## config.mk

```make
export PLATFORM = sky130hd
export DESIGN_NAME = bcd_updown_counter
export DESIGN_NICKNAME = d
export VERILOG_FILES = /design/src/rtl/bcd_updown_counter.sv
export SDC_FILE = /design/constraint.sdc
export NUM_CORES = 1
export LEC_CHECK = 0
export BUFFER_PORTS_ARGS = -buffer_cell sky130_fd_sc_hd__buf_2
export CAP_MARGIN = 40
export CORE_ASPECT_RATIO = 1.75
export CORE_MARGIN = 3
export CORE_UTILIZATION = 45
export CTS_CLUSTER_DIAMETER = 50
export DETAILED_ROUTE_END_ITERATION = 10
export HOLD_SLACK_MARGIN = 0.1
export PLACE_DENSITY = 0.67
export SYNTH_ARGS = -nofsm -noshare
export SYNTH_HDL_FRONTEND = slang
export SYNTH_SLANG_ARGS = --single-unit
```

## constraint.sdc

```tcl
create_clock -name clk -period 3.57 [get_ports clk]
set_input_delay 0.1785 -clock clk [delete_from_list [all_inputs] [get_ports clk]]
set_output_delay 0.1785 -clock clk [all_outputs]
set_load 0.1 [all_outputs]
```

## src/rtl/bcd_updown_counter.sv

```systemverilog
// ---------------------------------------------------------------------------
// bcd_updown_counter
//
// Purpose:
//   Multi-digit up/down counter driven by two debounced push buttons. The
//   counter works in hex or BCD digits and either wraps or saturates at the
//   end of its range. Holding a button auto-repeats after a programmable
//   delay, at a programmable rate. Display helper outputs flag leading zeros
//   for blanking and light the least significant decimal point while
//   auto-repeat is running.
//
// Parameters:
//   MODE          "HEX" (base 16 digits) or "DEC" (base 10 digits)
//   NUM_SEGMENTS  number of 4-bit digits, 1..8
//   LIMIT         "WRAP" or "SAT" behaviour at either end of the range
//   REPEAT_DELAY  hold cycles before auto-repeat starts, 0 = no auto-repeat
//   REPEAT_RATE   cycles between auto-repeat steps, >= 1
//
// Ports:
//   clk          clock
//   reset        synchronous, active-high reset
//   btn_up       debounced level, high while the increment button is held
//   btn_down     debounced level, high while the decrement button is held
//   encoded      count, one nibble per digit, digit 0 least significant
//   digit_point  active-low decimal points, bit 0 low while auto-repeating
//   digit_blank  1 = digit is a leading zero and may be blanked
//   overflow     one-cycle pulse when an increment passes the maximum
//   underflow    one-cycle pulse when a decrement passes zero
// ---------------------------------------------------------------------------
module bcd_updown_counter #(
    parameter     MODE         = "HEX",
    parameter int NUM_SEGMENTS = 4,
    parameter     LIMIT        = "WRAP",
    parameter int REPEAT_DELAY = 0,
    parameter int REPEAT_RATE  = 1
) (
    input  logic                         clk,
    input  logic                         reset,
    input  logic                         btn_up,
    input  logic                         btn_down,
    output logic [NUM_SEGMENTS-1:0][3:0] encoded,
    output logic [NUM_SEGMENTS-1:0]      digit_point,
    output logic [NUM_SEGMENTS-1:0]      digit_blank,
    output logic                         overflow,
    output logic                         underflow
);

    localparam bit IS_DEC = (MODE == "DEC");
    localparam bit IS_SAT = (LIMIT == "SAT");

    localparam logic [3:0] DIGIT_MAX = IS_DEC ? 4'd9 : 4'd15;

    localparam logic [1:0] ST_IDLE   = 2'd0;
    localparam logic [1:0] ST_DELAY  = 2'd1;
    localparam logic [1:0] ST_REPEAT = 2'd2;

    // The timer only ever holds DELAY-1 or RATE-1, so it is sized to the
    // larger of the two.
    localparam int TIMER_MAX = (REPEAT_DELAY > REPEAT_RATE) ? REPEAT_DELAY : REPEAT_RATE;
    localparam int TW        = (TIMER_MAX < 2) ? 1 : $clog2(TIMER_MAX);

    localparam logic [TW-1:0] DELAY_LOAD = (REPEAT_DELAY > 0) ? TW'(REPEAT_DELAY - 1) : '0;
    localparam logic [TW-1:0] RATE_LOAD  = TW'(REPEAT_RATE - 1);

    localparam logic [1:0] AFTER_PRESS = (REPEAT_DELAY > 0) ? ST_DELAY : ST_IDLE;

    logic [NUM_SEGMENTS-1:0][3:0] count_q, count_d;
    logic [1:0]                   state_q, state_d;
    logic [TW-1:0]                timer_q, timer_d;
    logic                         dir_up_q, dir_up_d;
    logic                         prev_up_q, prev_up_d;
    logic                         prev_down_q, prev_down_d;
    logic                         overflow_q, overflow_d;
    logic                         underflow_q, underflow_d;

    logic [NUM_SEGMENTS-1:0][3:0] inc_value;
    logic [NUM_SEGMENTS-1:0][3:0] dec_value;
    logic                         inc_carry;
    logic                         dec_borrow;

    logic up_press;
    logic down_press;
    logic active_held;
    logic other_held;
    logic do_step;
    logic step_up;
    logic zero_run;

    // Digit-wise ripple increment and decrement. A carry out of the top
    // digit (all digits at DIGIT_MAX) means the count was at MAX; a borrow
    // out means it was at zero. In both cases the rippled value is already
    // the wrapped result, so WRAP needs no special handling.
    always_comb begin
        inc_value  = count_q;
        dec_value  = count_q;
        inc_carry  = 1'b1;
        dec_borrow = 1'b1;
        for (int i = 0; i < NUM_SEGMENTS; i++) begin
            if (inc_carry) begin
                if (count_q[i] >= DIGIT_MAX) begin
                    inc_value[i] = 4'd0;
                end else begin
                    inc_value[i] = count_q[i] + 4'd1;
                    inc_carry    = 1'b0;
                end
            end
            if (dec_borrow) begin
                if (count_q[i] == 4'd0) begin
                    dec_value[i] = DIGIT_MAX;
                end else begin
                    dec_value[i] = count_q[i] - 4'd1;
                    dec_borrow   = 1'b0;
                end
            end
        end
    end

    // Button edge detection and the IDLE/DELAY/REPEAT sequencer. The timer
    // counts down to zero; a step fires on the edge where it reads zero, so
    // loading N-1 places the next step exactly N cycles later. A press while
    // the other button is held, or both buttons high, never steps.
    always_comb begin
        up_press    = btn_up & ~prev_up_q;
        down_press  = btn_down & ~prev_down_q;
        prev_up_d   = btn_up;
        prev_down_d = btn_down;
        active_held = dir_up_q ? btn_up : btn_down;
        other_held  = dir_up_q ? btn_down : btn_up;
        do_step     = 1'b0;
        step_up     = 1'b0;
        state_d     = state_q;
        timer_d     = timer_q;
        dir_up_d    = dir_up_q;

        case (state_q)
            ST_IDLE: begin
                if (btn_up && btn_down) begin
                    timer_d = '0;
                end else if (up_press) begin
                    do_step  = 1'b1;
                    step_up  = 1'b1;
                    dir_up_d = 1'b1;
                    timer_d  = DELAY_LOAD;
                    state_d  = AFTER_PRESS;
                end else if (down_press) begin
                    do_step  = 1'b1;
                    step_up  = 1'b0;
                    dir_up_d = 1'b0;
                    timer_d  = DELAY_LOAD;
                    state_d  = AFTER_PRESS;
                end
            end

            ST_DELAY, ST_REPEAT: begin
                if (!active_held || other_held) begin
                    state_d = ST_IDLE;
                    timer_d = '0;
                end else if (timer_q == '0) begin
                    do_step = 1'b1;
                    step_up = dir_up_q;
                    timer_d = RATE_LOAD;
                    state_d = ST_REPEAT;
                end else begin
                    timer_d = timer_q - 1'b1;
                end
            end

            default: begin
                state_d = ST_IDLE;
                timer_d = '0;
            end
        endcase
    end

    // Apply a step to the count. Under SAT a blocked step leaves the count
    // alone but still reports the overflow/underflow, so held buttons keep
    // pulsing the flag at the repeat rate. Only one direction steps per
    // edge, so the two flags are mutually exclusive by construction.
    always_comb begin
        count_d     = count_q;
        overflow_d  = 1'b0;
        underflow_d = 1'b0;
        if (do_step) begin
            if (step_up) begin
                overflow_d = inc_carry;
                if (!(inc_carry && IS_SAT)) begin
                    count_d = inc_value;
                end
            end else begin
                underflow_d = dec_borrow;
                if (!(dec_borrow && IS_SAT)) begin
                    count_d = dec_value;
                end
            end
        end
    end

    // Leading-zero blanking: scan from the most significant digit down and
    // keep flagging digits while every digit above and including them is
    // zero. Digit 0 is never blanked so zero still shows as "0".
    always_comb begin
        zero_run    = 1'b1;
        digit_blank = '0;
        for (int i = NUM_SEGMENTS - 1; i >= 1; i--) begin
            zero_run       = zero_run & (count_q[i] == 4'd0);
            digit_blank[i] = zero_run;
        end
    end

    // Decimal point on digit 0 lights (active low) while auto-repeating.
    always_comb begin
        digit_point    = '1;
        digit_point[0] = (state_q != ST_REPEAT);
    end

    // State registers. The previous-sample registers reset to 1 so a button
    // already held when reset releases cannot look like a fresh press.
    always_ff @(posedge clk) begin
        if (reset) begin
            count_q     <= '0;
            state_q     <= ST_IDLE;
            timer_q     <= '0;
            dir_up_q    <= 1'b1;
            prev_up_q   <= 1'b1;
            prev_down_q <= 1'b1;
            overflow_q  <= 1'b0;
            underflow_q <= 1'b0;
        end else begin
            count_q     <= count_d;
            state_q     <= state_d;
            timer_q     <= timer_d;
            dir_up_q    <= dir_up_d;
            prev_up_q   <= prev_up_d;
            prev_down_q <= prev_down_d;
            overflow_q  <= overflow_d;
            underflow_q <= underflow_d;
        end
    end

    assign encoded   = count_q;
    assign overflow  = overflow_q;
    assign underflow = underflow_q;

endmodule

```

==> run_results.csv, run 1 <==
group,metric,value,unit
min_path,hp-class,"input port to flip-flop",
global_routing,grt-ovfl-total,0,
final_layout,final_nets,215,
sta,finalCritPeriodShare,0.594,
min_path,hold_end,"prev_down_q$_SDFF_PP1_",
clocking,postCtsSetupRepairBufs,0,
run,cap_viol_max_count,0,
power_and_ir_drop,p_sw_frac,0.429,
power_and_ir_drop,leakage,0.665,nW
worst_setup_path,ff2ff_setup_slack,1.48,ns
worst_setup_path,crit_path_start_kind,"flip-flop",
sta,setup_viol,0,
sta,fin_crit,2.12,ns
logic_synthesis,netlist_top_cells_area,"dfxtp_1 29%, a21oi_1 6.7%, ha_1 6.7%",
clocking,clock_path_buffers,2,
clocking,path_clk_slew,0.08,ns
worst_setup_path,reg2reg_depth,7,
min_path,hold_depth,2,
global_routing,grt_first_pass_wirelength,5870,µm
detailed_routing,drt-initial-drc-count,42,
logic_synthesis,yosysSeqAreaShare,0.293,
detailed_routing,viasPerCell,5.87,
outcome,status,"finished, final reports clean",
sta,slew_headroom,0.569,
worst_setup_path,crit_path_max_incr_delay,0.43,ns
detailed_routing,vias,1432,
final_layout,nFillCells,338,
sta,fmax,0.472,GHz
clocking,ctsHoldBuffers,0,
sta,rsz0062_at_grt,"false",
place,numPortBuffers,25,
clocking,ctsResizeCount,0,
sta,worst_pin_slew,0.647,ns
sta,holdWs,0.130,ns
worst_setup_path,worstSetupPathType,"flip-flop to output port",
sta,slew_violations,0,
place,gp_congestion,0.907,
final_layout,syn_to_final_growth,9.65,%
clocking,cts_tree,"built",
logic_synthesis,synth_cells,182,
floorplanning,core-area,0.00318,mm²
logic_synthesis,ys_ff_latch,22,
clocking,insertion_delay,0.26,ns
sta,hold_violations,0,
logic_synthesis,synth_area_leader_cell,"dfxtp_1",
power_and_ir_drop,clock_power_share,0.232,
power_and_ir_drop,powerDensity,400,mW/mm²
global_routing,antenna_found_initial,0,
logic_synthesis,syn-cell-area,0.00150,mm²
power_and_ir_drop,p_switching,0.283,mW
logic_synthesis,synthArstFlopShare,0,
detailed_routing,wl,3440,µm
worst_setup_path,critPathRequiredTime,3.39,ns
floorplanning,die_w,49.7,µm
worst_setup_path,crit_chain,"inv_1, ha_1, inv_1, or3_1, nor2_1, buf_2",
place,post-dp-hpwl,2620,µm
worst_setup_path,end_kind,"output port",
worst_setup_path,r2r_start,"encoded[4]$_SDFFE_PP0P_",
logic_synthesis,synth_top_flop_cell,"dfxtp_1",
worst_setup_path,path_max_fanout,5,
logic_synthesis,syn_area_per_cell,8.26,µm²
sta,layout_setup_ws,1.45,ns
power_and_ir_drop,p_int,0.377,mW
global_routing,grt_pass1_vias,1319,
place,dp_slack,1.52,ns
floorplanning,io_pins,30,
sta,finalClockSkew,0.00724,ns
final_layout,n_antenna_cell,0,
global_routing,track_usage,0.178,
clocking,cts_root_buffer,"clkbuf_8",
logic_synthesis,synth_top_area_frac,0.293,
final_layout,final_cell_mix,"25 x buf_2, 22 x dfxtp_1, 20 x a21oi_1",
detailed_routing,postRouteAntennaNets,0,
detailed_routing,detail_route.first_pass.iterations,4,
detailed_routing,wire_per_inst,14.1,µm
power_and_ir_drop,power_frac_comb,0.359,
floorplanning,dieArea,0.00410,mm²
logic_synthesis,synth_edf_count,0,
sta,final.setup.tns,0,ns
clocking,htree_levels,1,
power_and_ir_drop,ir_worst_vdd,332,µV
detailed_routing,drc,0,
power_and_ir_drop,pwr-share-seq,0.409,
logic_synthesis,synth.distinct_cells,51,
power_and_ir_drop,total_power,0.660,mW
min_path,hold_path_startpoint,"btn_down",
final_layout,final_common_cell,"buf_2",
worst_setup_path,cp.arrival,1.94,ns
global_routing,grt_start_max_net_pins,23,
floorplanning,row_count,27,
worst_setup_path,cp_common_cell,"inv_1",
logic_synthesis,yosys_warnings,0,
final_layout,layout-drive-gt1-share,0.214,
worst_setup_path,r2r-end,"encoded[14]$_SDFFE_PP0P_",
floorplanning,die_y,82.5,µm
floorplanning,start_util,0.474,
clocking,cts_buffers,3,
clocking,cts_sinks,22,
worst_setup_path,crit_path_top_delay_cell,"buf_2",
-- kinds of logic (layout without fill, tap and decap cells) --
kind of cell	Yosys count	count (layout)	synth area share
AO/OA/AOI/OAI	62	62	0.278
XOR/XNOR	4	4	0.0233
adder cells (fa/ha/maj)	8	8	0.0666
buffers and inverters	26	43	0.0923
flip-flops	22	22	0.293
multiplexers	5	5	0.0333
other	2	4	0.00499
AND/OR/NAND/NOR	53	53	0.209
-- power groups by stage --
| stage | logic [mW] | clock network [mW] | registers, mW |
|---|---|---|---|
| final | 0.237 | 0.153 | 0.270 |
| after CTS | 0.238 | 0.155 | 0.269 |
| after global routing | 0.252 | 0.167 | 0.272 |
| after detailed placement | 0.237 | 0 | 0.275 |
| after global placement | 0.235 | 0 | 0.274 |
| after floorplan | 0.160 | 0 | 0.328 |
-- per-stage QoR --
step                      cells  area (µm²)   util
after detailed placement    241        1610  0.506
after CTS                   244        1650  0.519
after global placement      241        1610  0.506
final                       244        1650  0.519
after global routing        244        1650  0.519
after floorplan             184        1510      -
-- worst max-delay path, delay by kind of cell (launching register included) --
| kind | cells | cell delay [ns] |
|---|---|---|
| DFF | 1 | 0.36 |
| buffers and inverters | 3 | 0.65 |
| adders and majority gates | 1 | 0.19 |
| and+or+nand+nor | 2 | 0.50 |
-- cell usage after synthesis (2+ instances only) --
master and n:
dfxtp_1 22, a21oi_1 20, inv_1 15, nor2_1 11, nand2_1 9, o21ai_0 9, ha_1 8, buf_4 5
mux2i_1 5, nand3_1 5, o41ai_1 5, a211oi_1 4, o31ai_1 4, xnor2_1 4, a22oi_1 3, nor4_1 3
o211ai_1 3, o311ai_0 3, or2_2 3, or3_1 3, and3_1 2, buf_6 2, clkbuf_1 2, conb_1 2
nand2b_1 2, nand4_1 2, nor3_1 2
-- per-layer routing --
| metal | share of wire | up-vias | global-route usage | wire length [µm] |
|---|---|---|---|---|
| met3 | 0.036 | 12 | 0.0162 | 125 |
| met5 | 0 | - | 0 | 0 |
| met4 | 0.030 | 0 | 0.102 | 102 |
| li1 | - | 708 | - | - |
| met2 | 0.51 | 36 | 0.312 | 1750 |
| met1 | 0.42 | 676 | 0.209 | 1460 |
-- flip-flops by register name, summed over array words and instances, names as in the netlist --
name,cells
prev_up_q,1
encoded,16
overflow,1
state_q,1
underflow,1
prev_down_q,1
dir_up_q,1
-- layout make-up --
cell class | instances | area (µm²) | area share
Multi-Input combinational cell | 136 | 932 | 0.565
Sequential cell | 22 | 440 | 0.267
Timing Repair Buffer | 25 | 125 | 0.0759
Inverter | 15 | 56.3 | 0.0341
Tap cell | 43 | 53.8 | 0.0326
Clock buffer | 3 | 41.3 | 0.0250
-- how the worst max path moves through the flow --
stage	startpoint	endpoint	cells past startpoint
CTS	encoded[8]$_SDFFE_PP0P_	digit_blank[2]	6
floorplan	encoded[8]$_SDFFE_PP0P_	digit_blank[2]	5
detailed placement	encoded[4]$_SDFFE_PP0P_	encoded[14]$_SDFFE_PP0P_	7
finish	encoded[8]$_SDFFE_PP0P_	digit_blank[2]	6
global route	encoded[8]$_SDFFE_PP0P_	digit_blank[1]	6
global placement	encoded[4]$_SDFFE_PP0P_	encoded[14]$_SDFFE_PP0P_	7
(Power assumes the default switching activity.)
==> inputs of run 2 (changes only) <==
- clock period: 3.57 -> 2 ns (I/O delays scaled with it)
==> run_results.csv, run 2 (synthesized netlist as in run 1, its figures left out) <==
group,metric,value,unit
worst_setup_path,worstSetupPathType,"flip-flop to flip-flop",
clocking,cts_buffers,3,
worst_setup_path,cp_common_cell,"inv_1",
final_layout,final_nets,223,
power_and_ir_drop,powerDensity,707,mW/mm²
clocking,clock_path_buffers,2,
worst_setup_path,worst-path-buf-inv,2,
min_path,hp-class,"input port to flip-flop",
detailed_routing,wl,3760,µm
floorplanning,dieArea,0.00410,mm²
final_layout,syn_to_final_growth,23.3,%
place,post-dp-hpwl,2880,µm
global_routing,antenna_found_initial,0,
clocking,insertion_delay,0.26,ns
power_and_ir_drop,leakage,0.741,nW
detailed_routing,postRouteAntennaNets,0,
sta,final.setup.tns,0,ns
final_layout,seq_area,483,µm²
clocking,cts_tree,"built",
final_layout,nFillCells,313,
final_layout,largest_reg_flops,16,
worst_setup_path,critPathTopFamily,"simple AND/OR/NAND/NOR gates",
sta,finalClockSkew,0.00704,ns
worst_setup_path,crit_path_top_delay_cell,"or3_4",
worst_setup_path,crit_path_start_kind,"flip-flop",
global_routing,track_usage,0.192,
place,numPortBuffers,25,
global_routing,grt_start_max_net_pins,23,
global_routing,grt_pass1_vias,1460,
min_path,hold_path_startpoint,"reset",
detailed_routing,drt-initial-drc-count,37,
detailed_routing,drc,0,
sta,fmax,0.535,GHz
worst_setup_path,critPathRequiredTime,2.19,ns
floorplanning,die_y,82.5,µm
sta,slew_violations,0,
worst_setup_path,path_max_fanout,6,
final_layout,layout-drive-gt1-share,0.367,
clocking,cts_root_buffer,"clkbuf_8",
power_and_ir_drop,ir_worst_vdd,431,µV
worst_setup_path,end_kind,"flip-flop",
sta,hold_violations,0,
place,place.detailed.instances,247,
sta,finalCritPeriodShare,0.935,
run,cap_viol_max_count,0,
detailed_routing,wire_per_inst,14.8,µm
floorplanning,row_count,27,
final_layout,final_common_cell,"buf_2",
min_path,hold_depth,2,
floorplanning,die_w,49.7,µm
worst_setup_path,crit_path_max_incr_delay,0.38,ns
worst_setup_path,cp.arrival,2.05,ns
clocking,cts_sinks,22,
min_path,hold_end,"encoded[10]$_SDFFE_PP0P_",
floorplanning,start_util,0.474,
final_layout,final_cell_mix,"23 x buf_2, 20 x a21oi_1, 11 x inv_1",
sta,setup_viol,0,
global_routing,grt-ovfl-total,0,
global_routing,grt_first_pass_wirelength,6220,µm
detailed_routing,viasPerCell,5.85,
place,gp_congestion,0.885,
worst_setup_path,reg2reg_depth,7,
worst_setup_path,ff2ff_setup_slack,0.13,ns
final_layout,multi_input_area,982,µm²
outcome,status,"finished, final reports clean",
worst_setup_path,r2r-end,"encoded[14]$_SDFFE_PP0P_",
final_layout,n_antenna_cell,0,
detailed_routing,detail_route.first_pass.iterations,4,
place,dp_slack,0.0753,ns
worst_setup_path,crit_chain,"inv_1, ha_1, inv_1, or3_4, o32a_1, or3_1, a21oi_1",
sta,rsz0062_at_grt,"false",
sta,holdWs,0.240,ns
worst_setup_path,r2r_start,"encoded[9]$_SDFFE_PP0P_",
floorplanning,core-area,0.00318,mm²
sta,layout_setup_ws,0.131,ns
detailed_routing,vias,1480,
sta,fin_crit,1.87,ns
floorplanning,io_pins,30,
clocking,path_clk_slew,0.08,ns
final_layout,fin_cells,253,
clocking,htree_levels,1,
[run 2: changes by cell type in the layout (fill, tap and decap cells not counted), sizes merged]
cell	delta
clkbuf	+1
clkinvlp	+1
dlygate4sd3	+2
inv	-1
buf	+6
[run 2: routing by layer]
layer  share of wire  up-vias  global-route usage
li1                -      725                   -
met1            0.38      712               0.188
met2            0.58       37               0.393
met3           0.035        6              0.0251
met4           0.011        0              0.0776
met5               0        -                   0
[run 2: timing repair]
| action | in CTS | in global routing |
|---|---|---|
| gates resized for setup | 0 | 5 |
| hold endpoints to repair | 2 | 0 |
| setup endpoints to repair | 0 | 6 |
| buffers inserted | 0 | 0 |
| hold buffers | 2 | 0 |
[run 2: metrics by stage]
step	total power [mW]	area [µm²]	utilization
after floorplan	0.909	1600	-
after global placement	0.983	1760	0.555
after detailed placement	0.990	1760	0.555
after CTS	1.31	1840	0.578
after global routing	1.37	1850	0.584
final	1.31	1850	0.584
[run 2: final cells by class]
type / instances / share of cell area
tap: 43 / 0.0290
sequential: 22 / 0.260
clock buffer: 4 / 0.0297
multi-input combinational: 136 / 0.530
inverter: 15 / 0.0324
timing repair buffer: 33 / 0.119
[run 2: worst max-delay path by stage]
stage | startpoint | end | depth (start not counted)
3_3_place_gp | encoded[8]$_SDFFE_PP0P_ | encoded[14]$_SDFFE_PP0P_ | 7
6_report | encoded[9]$_SDFFE_PP0P_ | encoded[14]$_SDFFE_PP0P_ | 7
4_1_cts | encoded[8]$_SDFFE_PP0P_ | encoded[14]$_SDFFE_PP0P_ | 7
5_1_grt | encoded[5]$_SDFFE_PP0P_ | encoded[13]$_SDFFE_PP0P_ | 6
3_5_place_dp | encoded[8]$_SDFFE_PP0P_ | encoded[14]$_SDFFE_PP0P_ | 7
2_1_floorplan | encoded[12]$_SDFFE_PP0P_ | digit_blank[1] | 6
[run 2: report_power, final]
part	total (mW)	internal [mW]	switching, mW
Sequential	0.478	0.450	0.0281
Clock	0.321	0.176	0.145
Combinational	0.512	0.152	0.360
Total	1.31	0.777	0.533
==> inputs of run 3 (changes only) <==
- CORE_UTILIZATION: 45 -> 30
- PLACE_DENSITY: 0.67 -> unset
==> run_results.csv, run 3 (synthesized netlist as in run 1, its figures left out) <==
group,metric,value,unit
power_and_ir_drop,clock_power_share,0.253,
clocking,cts_sinks,22,
final_layout,final_nets,226,
sta,final.setup.tns,0,ns
sta,fin_crit,1.90,ns
floorplanning,start_util,0.317,
sta,fmax,0.526,GHz
clocking,postCtsSetupRepairBufs,0,
global_routing,track_usage,0.137,
worst_setup_path,worstSetupPathType,"flip-flop to flip-flop",
power_and_ir_drop,leakage,0.756,nW
power_and_ir_drop,pwr-share-seq,0.359,
power_and_ir_drop,ir_worst_vdd,831,µV
clocking,cts_buffers,3,
worst_setup_path,crit_path_top_delay_cell,"dfxtp_4",
run,cap_viol_max_count,0,
worst_setup_path,critPathRequiredTime,2.19,ns
final_layout,syn_to_final_growth,27.5,%
min_path,hp-class,"input port to flip-flop",
power_and_ir_drop,p_int,0.781,mW
worst_setup_path,crit_path_start_kind,"flip-flop",
detailed_routing,vias,1477,
global_routing,grt_start_max_net_pins,23,
worst_setup_path,crit_path_max_incr_delay,0.37,ns
power_and_ir_drop,p_sw_frac,0.414,
worst_setup_path,crit_chain,"inv_1, ha_1, inv_1, or3_4, o32a_1, or3_1, a21oi_1",
detailed_routing,detail_route.first_pass.iterations,4,
sta,finalCritPeriodShare,0.951,
clocking,insertion_delay,0.27,ns
floorplanning,row_count,33,
clocking,path_clk_slew,0.09,ns
floorplanning,io_pins,30,
floorplanning,die_w,59.5,µm
place,place.detailed.instances,259,
place,numPortBuffers,25,
detailed_routing,wire_per_inst,14.6,µm
sta,slew_violations,0,
final_layout,fin_cells,265,
outcome,status,"finished, final reports clean",
clocking,clock_path_buffers,2,
global_routing,grt-ovfl-total,0,
place,gp_congestion,0.742,
detailed_routing,drc,0,
sta,rsz0062_at_grt,"false",
detailed_routing,postRouteAntennaNets,0,
global_routing,grt_pass1_vias,1465,
clocking,htree_levels,1,
floorplanning,dieArea,0.00593,mm²
floorplanning,core-area,0.00475,mm²
place,dpl_cell_area,0.00181,mm²
clocking,cts_root_buffer,"clkbuf_8",
power_and_ir_drop,powerDensity,695,mW/mm²
power_and_ir_drop,power_frac_comb,0.388,
final_layout,final_cell_mix,"23 x buf_2, 20 x a21oi_1, 12 x inv_1",
detailed_routing,viasPerCell,5.57,
worst_setup_path,end_kind,"flip-flop",
global_routing,antenna_found_initial,0,
sta,finalClockSkew,0.00734,ns
clocking,cts_tree,"built",
final_layout,largest_reg_flops,16,
sta,hold_violations,0,
worst_setup_path,path_max_fanout,5,
power_and_ir_drop,p_switching,0.552,mW
place,post-dp-hpwl,2920,µm
floorplanning,die_y,99.7,µm
sta,setup_viol,0,
detailed_routing,drt-initial-drc-count,45,
global_routing,grt_first_pass_wirelength,6470,µm
final_layout,n_antenna_cell,0,
worst_setup_path,cp_common_cell,"inv_1",
sta,holdWs,0.235,ns
final_layout,layout-drive-gt1-share,0.371,
worst_setup_path,cp.arrival,2.09,ns
power_and_ir_drop,total_power,1.33,mW
final_layout,fin_area,0.00192,mm²
detailed_routing,wl,3870,µm
final_layout,final_common_cell,"buf_2",
==> run 3: cell count changes in the layout (fill, tap and decap cells not counted), sizes merged <==
cell,delta
buf,+3
==> run 3: repair_timing <==
item / in CTS / in global routing
hold buffers: 2 / 0
gates resized for setup: 0 / 6
setup endpoints to repair: 0 / 4
hold endpoints to repair: 2 / 0
==> run 3: worst paths after layout <==
check                          startpoint                       end  slack, ns  cells after the start
hold / removal                      reset  encoded[10]$_SDFFE_PP0P_       0.24                      2
setup reg to reg  encoded[8]$_SDFFE_PP0P_  encoded[14]$_SDFFE_PP0P_        0.1                      7
hold reg to reg   encoded[0]$_SDFFE_PP0N_   encoded[0]$_SDFFE_PP0N_       0.48                      1
setup / recovery  encoded[8]$_SDFFE_PP0P_  encoded[14]$_SDFFE_PP0P_        0.1                      7
==> run 3: area by class of cell <==
type                    instances  area [µm²]
flip-flops and latches         22         483
multi-input cells             136         998
fillers                       480        2830
clock buffers                   4        55.1
well taps                      52        65.1
repair buffers                 36         255
inverters                      15        60.1
==> run 3: stage by stage <==
step	setup WS, ns	util
finish	0.0990	0.404
global route	0.00530	0.404
CTS	0.0340	0.397
detailed placement	0.0882	0.381
global placement	0.145	0.381
floorplan	0.0159	-
==> run 3: worst max-delay path: cells and delay by family (launching register included) <==
family	cells	cell delay [ns]
AO/OA/AOI/OAI	2	0.37
buffers and inverters	2	0.20
AND/OR/NAND/NOR	2	0.69
flip-flops	1	0.37
adder cells (fa/ha/maj)	1	0.19
==> run 3: power by group through the flow <==
stage | Sequential [mW] | Combinational, mW | Clock, mW
CTS | 0.478 | 0.510 | 0.345
floorplan | 0.582 | 0.327 | 0
global route | 0.483 | 0.544 | 0.361
detailed placement | 0.488 | 0.506 | 0
finish | 0.479 | 0.517 | 0.337
global placement | 0.488 | 0.504 | 0
==> run 3: layer usage <==
layer,track usage,routed length (µm),vias to the layer above
met5,0,0,-
met4,0.0700,128,0
met3,0.0143,131,10
met2,0.250,2120,39
met1,0.146,1490,691
li1,-,-,737
